<file path="config.mk">
export PLATFORM = sky130hd
export DESIGN_NAME = nibble_deserializer_flat
export DESIGN_NICKNAME = d
export VERILOG_FILES = /design/src/rtl/nibble_deserializer_if.sv /design/src/rtl/nibble_deserializer.sv /design/src/flat_wrapper.sv
export SDC_FILE = /design/constraint.sdc
export NUM_CORES = 1
export LEC_CHECK = 0
export ABC_AREA = 0
export BUFFER_PORTS_ARGS = -buffer_cell sky130_fd_sc_hd__buf_2
export CAP_MARGIN = 20
export CORE_UTILIZATION = 57
export CTS_CLUSTER_DIAMETER = 100
export CTS_CLUSTER_SIZE = 14
export DETAILED_ROUTE_END_ITERATION = 16
export PLACE_DENSITY = 0.89
export SYNTH_ARGS = -nofsm -noshare
export SYNTH_HDL_FRONTEND = slang
export SYNTH_SLANG_ARGS = --single-unit
</file>
<file path="constraint.sdc">
create_clock -name clk -period 4.05 [get_ports clk]
set_input_delay 1.0125 -clock clk [delete_from_list [all_inputs] [get_ports clk]]
set_output_delay 1.0125 -clock clk [all_outputs]
set_load 0.02 [all_outputs]
</file>
<file path="src/rtl/nibble_deserializer_if.sv">
// Bundles the serial input, control and buffered word output of the deserializer.
// The slave modport is the receiver's view; the master modport is the driver's view.
`timescale 1ns/1ps
interface nibble_deserializer_if #(
    parameter int DATA_W     = 4,
    parameter int FIFO_DEPTH = 2
);
    localparam int BC_W = $clog2(DATA_W);
    localparam int FL_W = $clog2(FIFO_DEPTH + 1);

    logic              serial_in;
    logic              serial_en;
    logic              frame_sync;
    logic              out_ready;
    logic              clear_ovf;
    logic [DATA_W-1:0] data_out;
    logic              out_valid;
    logic [BC_W-1:0]   bit_cnt;
    logic [FL_W-1:0]   fill_level;
    logic              overflow;

    modport master (
        output serial_in, serial_en, frame_sync, out_ready, clear_ovf,
        input  data_out, out_valid, bit_cnt, fill_level, overflow
    );

    modport slave (
        input  serial_in, serial_en, frame_sync, out_ready, clear_ovf,
        output data_out, out_valid, bit_cnt, fill_level, overflow
    );
endinterface

</file>
<file path="src/rtl/nibble_deserializer.sv">
// Bit-serial receiver: gathers enabled bits LSB first into DATA_W-bit words and
// queues completed words in a small FIFO behind a valid/ready output.
//
// state  | meaning
// S_IDLE | no bits of the current word collected (bit_cnt = 0)
// S_SHIFT| partial word in progress, 1..DATA_W-1 bits collected
`timescale 1ns/1ps
module nibble_deserializer #(
    parameter int DATA_W     = 4,
    parameter int FIFO_DEPTH = 2
) (
    input logic                 clk,
    input logic                 rst_n,
    nibble_deserializer_if.slave bus
);
    localparam int BC_W  = $clog2(DATA_W);
    localparam int FL_W  = $clog2(FIFO_DEPTH + 1);
    localparam int PTR_W = (FIFO_DEPTH > 1) ? $clog2(FIFO_DEPTH) : 1;

    localparam logic [BC_W-1:0]  LAST_BIT = BC_W'(DATA_W - 1);
    localparam logic [PTR_W-1:0] LAST_PTR = PTR_W'(FIFO_DEPTH - 1);
    localparam logic [FL_W-1:0]  FULL_CNT = FL_W'(FIFO_DEPTH);

    typedef enum logic {S_IDLE, S_SHIFT} state_t;

    state_t              state_q, state_d;
    logic [BC_W-1:0]     cnt_q, cnt_d;
    // New bits enter at the top and move down, so after DATA_W-1 bits the
    // first one sits at index 0 and the word is simply {last_bit, shift_q}.
    logic [DATA_W-2:0]   shift_q, shift_d;
    logic                word_done;
    logic [DATA_W-1:0]   word;

    logic [DATA_W-1:0]   mem [FIFO_DEPTH];
    logic [PTR_W-1:0]    wr_ptr, rd_ptr;
    logic [FL_W-1:0]     count;
    logic                ovf_q;
    logic                full, pop, push_ok, drop;

    // Collector state register.
    always_ff @(posedge clk or negedge rst_n) begin
        if (!rst_n) begin
            state_q <= S_IDLE;
            cnt_q   <= '0;
            shift_q <= '0;
        end else begin
            state_q <= state_d;
            cnt_q   <= cnt_d;
            shift_q <= shift_d;
        end
    end

    // Collector next state: frame_sync restarts the word, optionally with this cycle's bit as bit 0.
    always_comb begin
        state_d   = state_q;
        cnt_d     = cnt_q;
        shift_d   = shift_q;
        word_done = 1'b0;
        word      = {bus.serial_in, shift_q};
        if (bus.frame_sync) begin
            if (bus.serial_en) begin
                state_d = S_SHIFT;
                cnt_d   = BC_W'(1);
                shift_d = (DATA_W-1)'({bus.serial_in, (DATA_W-1)'(0)} >> 1);
            end else begin
                state_d = S_IDLE;
                cnt_d   = '0;
                shift_d = '0;
            end
        end else if (bus.serial_en) begin
            case (state_q)
                S_IDLE: begin
                    state_d = S_SHIFT;
                    cnt_d   = BC_W'(1);
                    shift_d = (DATA_W-1)'({bus.serial_in, shift_q} >> 1);
                end
                S_SHIFT: begin
                    if (cnt_q == LAST_BIT) begin
                        word_done = 1'b1;
                        state_d   = S_IDLE;
                        cnt_d     = '0;
                        shift_d   = '0;
                    end else begin
                        cnt_d   = cnt_q + 1'b1;
                        shift_d = (DATA_W-1)'({bus.serial_in, shift_q} >> 1);
                    end
                end
                default: begin
                    state_d = S_IDLE;
                    cnt_d   = '0;
                    shift_d = '0;
                end
            endcase
        end
    end

    assign full    = (count == FULL_CNT);
    assign pop     = bus.out_valid && bus.out_ready;
    // A full FIFO still accepts a word when the head leaves on the same edge.
    assign push_ok = word_done && (!full || pop);
    assign drop    = word_done && full && !pop;

    // FIFO storage and pointers.
    always_ff @(posedge clk or negedge rst_n) begin
        if (!rst_n) begin
            for (int i = 0; i < FIFO_DEPTH; i++) mem[i] <= '0;
            wr_ptr <= '0;
            rd_ptr <= '0;
        end else begin
            if (push_ok) begin
                mem[wr_ptr] <= word;
                wr_ptr      <= (wr_ptr == LAST_PTR) ? '0 : wr_ptr + 1'b1;
            end
            if (pop) begin
                rd_ptr <= (rd_ptr == LAST_PTR) ? '0 : rd_ptr + 1'b1;
            end
        end
    end

    // Occupancy count.
    always_ff @(posedge clk or negedge rst_n) begin
        if (!rst_n) begin
            count <= '0;
        end else if (push_ok && !pop) begin
            count <= count + 1'b1;
        end else if (pop && !push_ok) begin
            count <= count - 1'b1;
        end
    end

    // Sticky overflow; a fresh drop outranks clear_ovf.
    always_ff @(posedge clk or negedge rst_n) begin
        if (!rst_n) begin
            ovf_q <= 1'b0;
        end else if (drop) begin
            ovf_q <= 1'b1;
        end else if (bus.clear_ovf) begin
            ovf_q <= 1'b0;
        end
    end

    assign bus.out_valid  = (count != '0);
    assign bus.data_out   = bus.out_valid ? mem[rd_ptr] : '0;
    assign bus.bit_cnt    = cnt_q;
    assign bus.fill_level = count;
    assign bus.overflow   = ovf_q;

endmodule
</file>
<file path="src/flat_wrapper.sv">
// flat-port wrapper written by rule: the top's interface ports become plain ports
module nibble_deserializer_flat 
#(
    parameter int DATA_W     = 4,
    parameter int FIFO_DEPTH = 2
)
  (clk, rst_n, bus_serial_in, bus_serial_en, bus_frame_sync, bus_out_ready, bus_clear_ovf, bus_data_out, bus_out_valid, bus_bit_cnt, bus_fill_level, bus_overflow);
  nibble_deserializer_if #(.DATA_W(DATA_W), .FIFO_DEPTH(FIFO_DEPTH)) bus_i ();
  input logic clk;
  input logic rst_n;
  input wire logic [$bits(bus_i.serial_in)-1:0] bus_serial_in;
  input wire logic [$bits(bus_i.serial_en)-1:0] bus_serial_en;
  input wire logic [$bits(bus_i.frame_sync)-1:0] bus_frame_sync;
  input wire logic [$bits(bus_i.out_ready)-1:0] bus_out_ready;
  input wire logic [$bits(bus_i.clear_ovf)-1:0] bus_clear_ovf;
  output wire logic [$bits(bus_i.data_out)-1:0] bus_data_out;
  output wire logic [$bits(bus_i.out_valid)-1:0] bus_out_valid;
  output wire logic [$bits(bus_i.bit_cnt)-1:0] bus_bit_cnt;
  output wire logic [$bits(bus_i.fill_level)-1:0] bus_fill_level;
  output wire logic [$bits(bus_i.overflow)-1:0] bus_overflow;
  assign bus_i.serial_in = bus_serial_in;
  assign bus_i.serial_en = bus_serial_en;
  assign bus_i.frame_sync = bus_frame_sync;
  assign bus_i.out_ready = bus_out_ready;
  assign bus_i.clear_ovf = bus_clear_ovf;
  assign bus_data_out = bus_i.data_out;
  assign bus_out_valid = bus_i.out_valid;
  assign bus_bit_cnt = bus_i.bit_cnt;
  assign bus_fill_level = bus_i.fill_level;
  assign bus_overflow = bus_i.overflow;
  nibble_deserializer #(.DATA_W(DATA_W), .FIFO_DEPTH(FIFO_DEPTH)) u_core (.clk(clk), .rst_n(rst_n), .bus(bus_i));
endmodule
</file>
* Yosys cells after proc, flatten, opt, wreduce, memory -nomap -nowiden
Index checks and enable logic that the tools add are counted.
** Word-level totals
- Register bits :: 19
- Input bits :: 7
- Output and inout bits :: 10
- Logic and storage cells :: 69
** Operators by class
- $add $sub $neg :: 5
- Magnitude comparators :: 3
- Eq/ne operators :: 2
- Mux-type cells :: 32
- Bitwise gates (word level) :: 3
- Reductions and logical operators :: 15
** Operators with widths (count)
- 2-to-1 mux 4 bit :: 5
- 2-to-1 mux 1 bit :: 13
- 2-to-1 mux 3 bit :: 4
- 2-to-1 mux 2 bit :: 5
- bitwise mux 8 bit :: 1
- nonzero test 2 bit :: 4
- logical AND 1 bit :: 7
- one-hot mux 3 bit (2 select lines) :: 1
- adder 2 x 1 -> 2 bit, second input constant :: 2
- demux 4 bit (select 1 bit) :: 1
- equality test 2 bit, second input constant :: 2
- greater-or-equal comparator 2 bit, second input constant :: 2
- NOT 1 -> 2 bit :: 2
- one-hot mux 2 bit (2 select lines) :: 1
- zero test 1 bit :: 3
- adder 1 bit, second input constant :: 2
- less-than comparator 2 x 1 -> 1 bit, second input constant :: 1
- one-hot mux 1 bit (2 select lines) :: 1
- subtractor 2 x 1 -> 2 bit, second input constant :: 1
- logical OR 1 bit :: 1
- NOT 1 bit :: 1

* Depth between registers and ports, before layout
Gate-level depths: netlist (run 1).
- Word-level depth :: 10
- Gate-level depth with buffers :: 7
- Gate-level depth less buffers :: 7

* Worst setup path after synthesis (run 1)
No wires, ideal clock.
- Path kind :: reg2out
- From :: register u_core.count[0], in the netlist u_core.bus.fill_level[0]
- To :: output port bus_data_out[0]
- Data arrival time :: 1.030 ns
- Required time :: 3.038 ns
- Setup slack :: 2.007 ns
- Cell stages (with the launch flop) :: 3
- Buffers on the path :: 0
- Cells stage by stage :: dfrtp_1 nor2_1 nor2_1
** Between the ends
- Cells in the longest elaborated chain, start to end :: 2
** RTL lines
- start, declared :: line nibble_deserializer.sv:36 : logic [FL_W-1:0] count;
- start signal, assigned :: line nibble_deserializer.sv:125 : count <= count + 1'b1;
- start signal, assigned :: line nibble_deserializer.sv:127 : count <= count - 1'b1;
- nonzero test 2 bit :: line nibble_deserializer.sv:142 : assign bus.out_valid = (count != '0);
- 2-to-1 mux 4 bit :: line nibble_deserializer.sv:143 : assign bus.data_out = bus.out_valid ? mem[rd_ptr] : '0;
- end, declared :: line flat_wrapper.sv:16 : output wire logic [$bits(bus_i.data_out)-1:0] bus_data_out;
No other way between the ends.

* Final worst setup path (run 1)
- From :: register u_core.count[0], in the netlist u_core.bus.fill_level[0]
- To :: output port bus_data_out[2]
The elaborated chain is that of the path after synthesis.

==> impl_results.html, run 1 <==
<table>
<tr><th>Metric</th><th>Value</th></tr>
<tr><th colspan="2">Global route</th></tr>
<tr><td>Via count of the first global-routing pass</td><td>about 600</td></tr>
<tr><td>Met2 Use GR</td><td>0.335</td></tr>
<tr><td>Most Used Layer, Global Route</td><td>met2</td></tr>
<tr><td>Global-route wire length before repair</td><td>2.84 mm</td></tr>
<tr><td>GRT Util Overall</td><td>0.225</td></tr>
<tr><td>Routing usage on met3</td><td>0.0647</td></tr>
<tr><td>Met1 usage in global routing</td><td>0.300</td></tr>
<tr><td>GRT Residual Overflow</td><td>0</td></tr>
<tr><td>Antenna violations before repair</td><td>0</td></tr>
<tr><td>Pin count of the biggest net entering global routing</td><td>20</td></tr>
<tr><th colspan="2">Layout</th></tr>
<tr><td>Cell Count, Final, Fillers Out</td><td>110</td></tr>
<tr><td>Layout area overhead</td><td>13.1%</td></tr>
<tr><td>Fraction of final layout cells sized beyond drive strength 1</td><td>0.319</td></tr>
<tr><td>Total Nets Final</td><td>104</td></tr>
<tr><td>Count of inserted antenna diode cells</td><td>0</td></tr>
<tr><th colspan="2">Clock tree</th></tr>
<tr><td>Number of buffers added by the clock tree synthesis step</td><td>3</td></tr>
<tr><td>Resized Gates After CTS</td><td>0</td></tr>
<tr><td>Maximum clock path buffer count</td><td>2</td></tr>
<tr><td>Clock slew seen by the registers of the worst setup and hold paths</td><td>0.11 ns</td></tr>
<tr><td>CTS tree</td><td>done</td></tr>
<tr><td>Number of clock sinks</td><td>19</td></tr>
<tr><td>Cts-stage hold buffer count</td><td>0</td></tr>
<tr><td>Setup repair bufs after CTS</td><td>0</td></tr>
<tr><td>Clock insertion delay at the later pin of the skew report</td><td>0.31 ns</td></tr>
<tr><td>Root buffer cell</td><td>clkbuf_4</td></tr>
<tr><td>H-Tree Depth</td><td>1</td></tr>
<tr><th colspan="2">Setup path</th></tr>
<tr><td>Required time of the critical path</td><td>3.04 ns</td></tr>
<tr><td>Setup slack of the most critical reg-to-reg path</td><td>2.34 ns</td></tr>
<tr><td>Critical-path cell with the highest stage delay</td><td>dfrtp_1</td></tr>
<tr><td>Capturing element type of the critical path</td><td>output port</td></tr>
<tr><td>Worst-path cell chain</td><td>nor2_1 -&gt; nor2_1 -&gt; buf_2</td></tr>
<tr><td>Startpoint-to-endpoint class of the critical path</td><td>reg -&gt; out</td></tr>
<tr><td>Signal arrival time at the worst endpoint</td><td>1.41 ns</td></tr>
<tr><td>Largest fanout on the critical path</td><td>6</td></tr>
<tr><td>Largest stage delay, worst path</td><td>0.49 ns</td></tr>
<tr><td>Crit path top cell by count</td><td>nor2_1</td></tr>
<tr><td>CP startpoint kind</td><td>register</td></tr>
<tr><th colspan="2">Floorplanning</th></tr>
<tr><td>Die Wd</td><td>42.2 um</td></tr>
<tr><td>Number of ports placed on the die boundary</td><td>17</td></tr>
<tr><td>Effective utilization at floorplan</td><td>0.610</td></tr>
<tr><td>Number of standard-cell rows in the floorplan</td><td>14</td></tr>
<tr><td>Core area</td><td>approximately 1500 um2</td></tr>
<tr><td>Die Outline Area</td><td>1780 um2</td></tr>
<tr><td>Die height</td><td>42.2 um</td></tr>
<tr><th colspan="2">Drt</th></tr>
<tr><td>Violation count after the first detailed-routing iteration</td><td>1</td></tr>
<tr><td>Length of the first detailed-routing pass in iterations</td><td>4</td></tr>
<tr><td>Post-route DRC</td><td>0</td></tr>
<tr><td>Detailed-route vias per instance</td><td>around 5.5</td></tr>
<tr><td>Vias after detailed routing</td><td>608</td></tr>
<tr><td>Antenna Violating Nets Remaining</td><td>0</td></tr>
<tr><td>Routed wire per std cell</td><td>14.5 um</td></tr>
<tr><td>Final Routed Wirelength</td><td>1.60 mm</td></tr>
<tr><th colspan="2">STA</th></tr>
<tr><td>Setup total negative slack</td><td>0 ns</td></tr>
<tr><td>Setup-failing EPs final</td><td>0</td></tr>
<tr><td>Slew at the pin with the worst max-slew slack</td><td>0.431 ns</td></tr>
<tr><td>Setup WS post-layout</td><td>1.63 ns</td></tr>
<tr><td>Setup repair after global routing missed its margin</td><td>no</td></tr>
<tr><td>Worst rel slew slack</td><td>0.713</td></tr>
<tr><td>Minimum clock period</td><td>2.42 ns</td></tr>
<tr><td>Slew Viols, Final</td><td>0</td></tr>
<tr><td>Final worst path period share</td><td>0.598</td></tr>
<tr><td>Top achievable clock speed</td><td>413 MHz</td></tr>
<tr><td>Worst Clk Skew</td><td>0.00486 ns</td></tr>
<tr><td>Count of endpoints failing hold in the final timing report</td><td>0</td></tr>
<tr><th colspan="2">Synthesis</th></tr>
<tr><td>Cell with the most instances after synthesis</td><td>dfrtp_1</td></tr>
<tr><td>Main combinational cell family by area after synthesis</td><td>simple AND/OR/NAND/NOR gates</td></tr>
<tr><td>Post-Synth Adder-Cell Area</td><td>0.0272</td></tr>
<tr><td>Commonest cells post-synth</td><td>dfrtp_1 (19), nor2_1 (8), a21oi_1 (5)</td></tr>
<tr><td>Post-synthesis async set-or-reset flop share</td><td>1.00</td></tr>
<tr><td>Area share of the leading cell type in the synthesized netlist</td><td>0.517</td></tr>
<tr><td>EDFF count, synth</td><td>0</td></tr>
<tr><td>Synthesis-stage register bit count</td><td>19</td></tr>
<tr><td>Number of warnings reported in the yosys synthesis log</td><td>0</td></tr>
<tr><td>Number of nets produced by synthesis</td><td>85</td></tr>
<tr><td>Compound-Gate Fraction of Synth Area</td><td>0.0585</td></tr>
<tr><td>Gate Count Post-Synth</td><td>76</td></tr>
<tr><td>Biggest area consumer among synthesized cells</td><td>dfrtp_1</td></tr>
<tr><td>Syn Std Cell Area</td><td>920 um2</td></tr>
<tr><td>Top FF cell, synth</td><td>dfrtp_1</td></tr>
<tr><td>Multiplexer share of the synthesized area</td><td>0.158</td></tr>
<tr><td>Mean instance size in the synthesized netlist</td><td>12.1 um2</td></tr>
<tr><td>Share of the yosys chip area belonging to registers</td><td>0.517</td></tr>
<tr><td>Cell types with the largest area share after synthesis</td><td>dfrtp_1 (52%), mux2_4 (6.5%), mux2i_1 (4.4%)</td></tr>
<tr><td>Simple logic cell fraction of the synthesized area</td><td>0.171</td></tr>
<tr><td>Count of cell types in the netlist</td><td>24</td></tr>
<tr><td>XOR/XNOR share of the synthesized area</td><td>0.0476</td></tr>
<tr><th colspan="2">Placed design</th></tr>
<tr><td>HPWL after DPL</td><td>around 1.2 mm</td></tr>
<tr><td>Gp weighted congestion</td><td>0.748</td></tr>
<tr><td>Buffers added on ports</td><td>16</td></tr>
<tr><td>Post-placement setup slack</td><td>1.74 ns</td></tr>
<tr><td>Number of placed instances with taps included</td><td>106</td></tr>
<tr><th colspan="2">Power</th></tr>
<tr><td>Total Power Consumption</td><td>0.524 mW</td></tr>
<tr><td>Peak ir drop on the vdd network</td><td>418 uV</td></tr>
<tr><td>Power per Cell Area</td><td>about 500 nW/um2</td></tr>
<tr><td>Leak pwr</td><td>roughly 0.55 nW</td></tr>
<tr><th colspan="2">Worst hold path</th></tr>
<tr><td>Worst Hold Class</td><td>reg -&gt; reg</td></tr>
<tr><th colspan="2">Flow run</th></tr>
<tr><td>Total of max-cap violations</td><td>0</td></tr>
<tr><th colspan="2">Status</th></tr>
<tr><td>Status</td><td>complete, no violations</td></tr>
</table>
==> stage by stage <==
step                      utilization  hold WS [ns]  area, um2
after CTS                       0.690         0.500       1040
after global routing            0.690         0.523       1040
after detailed placement        0.672         0.474       1010
final                           0.690         0.498       1040
after global placement          0.672         0.467       1010
after floorplan                     -         0.457        920
==> worst paths after layout <==
path                                          start                  endpoint  cells past startpoint
max in group asynchronous                     rst_n             u_core.mem[1]                      1
min in group asynchronous                     rst_n             u_core.rd_ptr                      1
hold reg to reg                       u_core.mem[7]             u_core.mem[7]                      1
setup reg to reg              u_core.bus.bit_cnt[0]  u_core.bus.fill_level[1]                      7
hold / removal                        u_core.mem[7]             u_core.mem[7]                      1
setup / recovery           u_core.bus.fill_level[0]           bus_data_out[2]                      3
==> report_power, final <==
part	internal, mW	switching (mW)
sequential	0.222	0.0488
combinational	0.0704	0.0820
clock	0.0369	0.0633
total	0.330	0.194
==> placed cells by master (no fill, tap or decap), drive strengths merged <==
cell type	Yosys	final
dfrtp	19	19
buf	0	16
nor2	8	8
mux2	8	8
a21oi	5	5
mux2i	4	4
nand2b	4	4
o21ai	3	3
inv	3	3
nand2	3	3
xor2	3	3
clkbuf	2	3
xnor2	2	2
nand3	2	2
ha	2	2
nor3b	1	1
nand4b	1	1
and4b	1	1
nand3b	1	1
nor3	1	1
and2	1	1
a31oi	1	1
o211ai	1	1
clkinv	0	1
==> cell type report <==
class / instances / area [um2]
flip-flops and latches: 19 / 475
fillers: 126 / 467
multi-input cells: 52 / 425
repair buffers: 16 / 80.1
clock buffers: 3 / 22.5
well taps: 16 / 20.0
inverters: 3 / 11.3
clock inverters: 1 / 5.00
==> cells by family after synthesis <==
group | after synthesis
and+or+nand+nor | 23
DFF | 19
muxes | 12
AOI/OAI and AO/OA | 10
xor gates and xnor gates | 5
buffers and inverters | 5
adders and majority gates | 2
==> per-layer routing <==
metal / part of all wire / wire length [um] / vias up
met5: 0 / 0 / -
met4: 0.018 / 29 / 0
met3: 0.041 / 65 / 4
met2: 0.45 / 726 / 15
met1: 0.49 / 777 / 289
li1: - / - / 300
==> critical path, delay by kind of cell, from the launching register on <==
| kind | cells | cell delay (ns) |
|---|---|---|
| flops | 1 | 0.49 |
| simple gates | 2 | 0.45 |
| buf+inv | 1 | 0.17 |
==> sequential cells by signal, indices dropped and copies added (netlist names) <==
register / cells
u_core.shift_q: 3
u_core.wr_ptr: 1
u_core.bus.fill_level: 2
u_core.bus.bit_cnt: 2
u_core.state_q: 1
u_core.bus.overflow: 1
u_core.rd_ptr: 1
u_core.mem: 8
(Power assumes the default switching activity.)
==> run 2, diff against run 1 <==
ABC_AREA = 1   (was 0)
CORE_UTILIZATION = 48   (was 57)
PLACE_DENSITY = 0.8   (was 0.89)
clock period = 2.1 ns   (was 4.05 ns; I/O delays follow)
==> run 2 against run 1 <==
Net effect:
- clock-buffer cell count rose by 1
- critical path depth is 1 higher
- clock skew down 0.0021 ns
- cell count rose by 39%
- register-to-register slack worse by 1.9 ns
- first-iteration DRC count grew to 5.0 times the previous value
==> impl_results.html, run 2 <==
<table>
<tr><th>Metric</th><th>Value</th></tr>
<tr><th colspan="2">Synthesis</th></tr>
<tr><td>Count of cell types in the netlist</td><td>18 (-25%)</td></tr>
<tr><td>Share of the yosys chip area belonging to registers</td><td>0.509 (-0.00762)</td></tr>
<tr><td>Cell with the most instances after synthesis</td><td>nand2_1</td></tr>
<tr><td>Top FF cell, synth</td><td>dfrtp_1</td></tr>
<tr><td>Gate Count Post-Synth</td><td>108 (+42%)</td></tr>
<tr><td>Commonest cells post-synth</td><td>nand2_1 (35), dfrtp_1 (19), inv_1 (14)</td></tr>
<tr><td>Biggest area consumer among synthesized cells</td><td>dfrtp_1</td></tr>
<tr><td>Synthesis-stage register bit count</td><td>19 (unchanged)</td></tr>
<tr><td>Mean instance size in the synthesized netlist</td><td>8.64 um2 (-29%)</td></tr>
<tr><td>Post-synthesis async set-or-reset flop share</td><td>1.00 (unchanged)</td></tr>
<tr><td>Number of nets produced by synthesis</td><td>117 (+38%)</td></tr>
<tr><td>Cell types with the largest area share after synthesis</td><td>dfrtp_1 (51%), nand2_1 (14%), inv_1 (5.6%)</td></tr>
<tr><td>EDFF count, synth</td><td>0 (unchanged)</td></tr>
<tr><td>Syn Std Cell Area</td><td>933 um2 (+1.5%)</td></tr>
<tr><td>Area share of the leading cell type in the synthesized netlist</td><td>0.509 (-0.00762)</td></tr>
<tr><td>Number of warnings reported in the yosys synthesis log</td><td>0 (unchanged)</td></tr>
<tr><th colspan="2">Drt</th></tr>
<tr><td>Total routed wire length on the met1 layer</td><td>724 um (-6.8%)</td></tr>
<tr><td>Met3 WL post-DR</td><td>64 um (-1.5%)</td></tr>
<tr><td>Vias after detailed routing</td><td>747 (+23%)</td></tr>
<tr><td>Uppermost metal layer occupied by signal nets</td><td>met4</td></tr>
<tr><td>Length of the first detailed-routing pass in iterations</td><td>4 (unchanged)</td></tr>
<tr><td>Post-route DRC</td><td>0 (unchanged)</td></tr>
<tr><td>Violation count after the first detailed-routing iteration</td><td>5 (+4)</td></tr>
<tr><td>Antenna Violating Nets Remaining</td><td>0 (unchanged)</td></tr>
<tr><td>Routed wire per std cell</td><td>10.3 um (-29%)</td></tr>
<tr><td>Final Routed Wirelength</td><td>1.58 mm (-1.3%)</td></tr>
<tr><td>Detailed-route vias per instance</td><td>4.88 (-12%)</td></tr>
<tr><td>DR WL met2</td><td>759 um (+4.5%)</td></tr>
<tr><th colspan="2">Power</th></tr>
<tr><td>Peak ir drop on the vdd network</td><td>568 uV (+36%)</td></tr>
<tr><td>Power per Cell Area</td><td>927 nW/um2 (+84%)</td></tr>
<tr><td>Leak pwr</td><td>0.564 nW (+1.8%)</td></tr>
<tr><th colspan="2">Setup path</th></tr>
<tr><td>Setup slack of the most critical reg-to-reg path</td><td>0.48 ns (-1.86 ns)</td></tr>
<tr><td>Reg-to-reg startpoint</td><td>u_core.bus.bit_cnt[1]</td></tr>
<tr><td>Reg2reg path depth</td><td>9 (+2)</td></tr>
<tr><td>Largest fanout on the critical path</td><td>5 (-1)</td></tr>
<tr><td>Signal arrival time at the worst endpoint</td><td>1.23 ns (-0.18 ns)</td></tr>
<tr><td>CP startpoint kind</td><td>register</td></tr>
<tr><td>Capturing element type of the critical path</td><td>output port</td></tr>
<tr><td>Startpoint-to-endpoint class of the critical path</td><td>reg -&gt; out</td></tr>
<tr><td>FF-to-FF End</td><td>u_core.bus.fill_level[1]</td></tr>
<tr><td>Required time of the critical path</td><td>1.57 ns (-1.47 ns)</td></tr>
<tr><th colspan="2">Clock tree</th></tr>
<tr><td>Root buffer cell</td><td>clkbuf_4</td></tr>
<tr><td>H-Tree Depth</td><td>1 (unchanged)</td></tr>
<tr><td>Resized Gates After CTS</td><td>0 (unchanged)</td></tr>
<tr><td>Number of buffers added by the clock tree synthesis step</td><td>3 (unchanged)</td></tr>
<tr><td>Cts-stage hold buffer count</td><td>0 (unchanged)</td></tr>
<tr><td>Clock insertion delay at the later pin of the skew report</td><td>0.30 ns (about the same)</td></tr>
<tr><td>Number of clock sinks</td><td>19 (unchanged)</td></tr>
<tr><td>Clock slew seen by the registers of the worst setup and hold paths</td><td>0.10 ns (about the same)</td></tr>
<tr><td>CTS tree</td><td>done</td></tr>
<tr><td>Maximum clock path buffer count</td><td>2 (unchanged)</td></tr>
<tr><td>Setup repair bufs after CTS</td><td>0 (unchanged)</td></tr>
<tr><th colspan="2">Floorplanning</th></tr>
<tr><td>Die Outline Area</td><td>2120 um2 (+20%)</td></tr>
<tr><td>Core area</td><td>1780 um2 (+18%)</td></tr>
<tr><td>Number of standard-cell rows in the floorplan</td><td>15 (+1)</td></tr>
<tr><td>Effective utilization at floorplan</td><td>0.524 (-0.0870)</td></tr>
<tr><td>Number of ports placed on the die boundary</td><td>17 (unchanged)</td></tr>
<tr><td>Die height</td><td>46.1 um (+9.3%)</td></tr>
<tr><td>Die Wd</td><td>46.1 um (+9.3%)</td></tr>
<tr><th colspan="2">STA</th></tr>
<tr><td>Minimum clock period</td><td>~1.8 ns</td></tr>
<tr><td>Top achievable clock speed</td><td>568 MHz</td></tr>
<tr><td>Worst Clk Skew</td><td>0.00279 ns (-0.00207 ns)</td></tr>
<tr><td>Slew Viols, Final</td><td>0 (unchanged)</td></tr>
<tr><td>Count of endpoints failing hold in the final timing report</td><td>0 (unchanged)</td></tr>
<tr><td>Slew at the pin with the worst max-slew slack</td><td>0.414 ns (-0.0167 ns)</td></tr>
<tr><td>Setup total negative slack</td><td>0 ns (unchanged)</td></tr>
<tr><td>Worst rel slew slack</td><td>0.724 (+0.0111)</td></tr>
<tr><td>Setup repair after global routing missed its margin</td><td>no</td></tr>
<tr><td>Final worst path period share</td><td>0.838</td></tr>
<tr><td>Setup-failing EPs final</td><td>0 (unchanged)</td></tr>
<tr><th colspan="2">Layout</th></tr>
<tr><td>Commonest cells after routing, fill and taps aside</td><td>nand2_1 (35), dfrtp_1 (19), buf_2 (16)</td></tr>
<tr><td>Total area of multi-input combinational cells</td><td>375 um2 (-12%)</td></tr>
<tr><td>Cell Count, Final, Fillers Out</td><td>153 (+39%)</td></tr>
<tr><td>Fraction of final layout cells sized beyond drive strength 1</td><td>0.219 (-0.100)</td></tr>
<tr><td>Area used by sequential logic in the layout</td><td>475 um2 (unchanged)</td></tr>
<tr><td>Finished layout cell area</td><td>1060 um2 (+2.3%)</td></tr>
<tr><td>Number of inserted filler cells in the final layout</td><td>173 (+37%)</td></tr>
<tr><td>Total Nets Final</td><td>138 (+33%)</td></tr>
<tr><td>Count of inserted antenna diode cells</td><td>0 (unchanged)</td></tr>
<tr><td>Layout area overhead</td><td>13.9%</td></tr>
<tr><td>Largest registers</td><td>u_core.mem: 8 flops, u_core.shift_q: 3 flops</td></tr>
<tr><td>Most common library cell in the layout ignoring fill and taps</td><td>nand2_1</td></tr>
<tr><td>Post-Route Utilization</td><td>0.596 (-0.0937)</td></tr>
<tr><td>Largest Register</td><td>u_core.mem</td></tr>
<tr><td>Flip-flop count of the largest register, all copies and words added</td><td>8 (unchanged)</td></tr>
<tr><th colspan="2">Status</th></tr>
<tr><td>Status</td><td>complete, no violations</td></tr>
<tr><th colspan="2">Global route</th></tr>
<tr><td>Via count of the first global-routing pass</td><td>637 (+6.0%)</td></tr>
<tr><td>Pin count of the biggest net entering global routing</td><td>20 (unchanged)</td></tr>
<tr><td>Antenna violations before repair</td><td>0 (unchanged)</td></tr>
<tr><td>GRT Util Overall</td><td>0.176 (-0.0490)</td></tr>
<tr><td>GRT Residual Overflow</td><td>0 (unchanged)</td></tr>
<tr><td>Global-route wire length before repair</td><td>2.59 mm (-9.0%)</td></tr>
<tr><th colspan="2">Placed design</th></tr>
<tr><td>HPWL after DPL</td><td>1.25 mm (+6.0%)</td></tr>
<tr><td>Number of placed instances with taps included</td><td>149 (+41%)</td></tr>
<tr><td>Buffers added on ports</td><td>16 (unchanged)</td></tr>
<tr><td>Placed cell areas</td><td>1040 um2 (+2.5%)</td></tr>
<tr><td>Gp weighted congestion</td><td>0.787 (+5.2%)</td></tr>
<tr><th colspan="2">Worst hold path</th></tr>
<tr><td>Worst Hold Class</td><td>in -&gt; async</td></tr>
<tr><th colspan="2">Flow run</th></tr>
<tr><td>Total of max-cap violations</td><td>0 (unchanged)</td></tr>
</table>
run 2: cell types whose count changed after synthesis, moves of 4 or more:
cell	change
inv_1	+11
mux2_4	-4
mux2i_1	-4
nand2_1	+32
nand2b_1	-4
nand3_1	+4
nand4_1	+8
nor2_1	-7
run 2: how the worst max path moves through the flow:
stage / slack, ns / endpoint / from / cells after the start
final: 0.34 / bus_data_out[3] / u_core.rd_ptr / 4
after global routing: 0.25 / bus_data_out[2] / u_core.rd_ptr / 4
after CTS: 0.32 / bus_data_out[3] / u_core.rd_ptr / 4
after detailed placement: 0.42 / u_core.bus.fill_level[1] / bus_frame_sync / 10
after global placement: 0.48 / u_core.bus.fill_level[1] / bus_frame_sync / 10
after floorplan: 0.46 / u_core.bus.fill_level[1] / u_core.bus.bit_cnt[0] / 9
run 2: metal layers:
metal,GRT usage,up-vias
met5,0,-
met4,0.106,0
met3,0.0353,4
met2,0.276,15
met1,0.222,340
li1,-,388
run 2: layout make-up:
cell class,instances,area share
Multi-Input combinational cell,71,0.353
Timing Repair Buffer,18,0.0894
Sequential cell,19,0.447
Inverter,16,0.0565
Tap cell,25,0.0294
Clock buffer,4,0.0247
run 2: cell families after synthesis:
family | count (synthesis) | synth area share
simple gates | 54 | 0.272
xor+xnor | 3 | 0.0282
flops | 19 | 0.509
compound gates | 12 | 0.0751
buf+inv | 18 | 0.0885
fa+ha+maj | 2 | 0.0268
run 2: report_power, final:
group          leakage [nW]  total, mW  internal, mW  switching, mW
registers             0.248      0.500         0.425         0.0752
logic                 0.301      0.304         0.109          0.195
clock network        0.0150      0.182        0.0740          0.108
run 2: through the flow:
step                power, mW  setup slack [ns]  hold slack [ns]
floorplan               0.725             0.461            0.229
global placement        0.805             0.480            0.454
detailed placement      0.817             0.422            0.463
CTS                     0.999             0.319            0.147
global route             1.05             0.254            0.151
finish                  0.986             0.341            0.142
run 2: worst max-delay path, cell delays in order (launching register included):
cell and delay [ns]:
dfrtp_1 0.43, inv_1 0.15, nand2_1 0.07, a21oi_1 0.11, buf_2 0.17
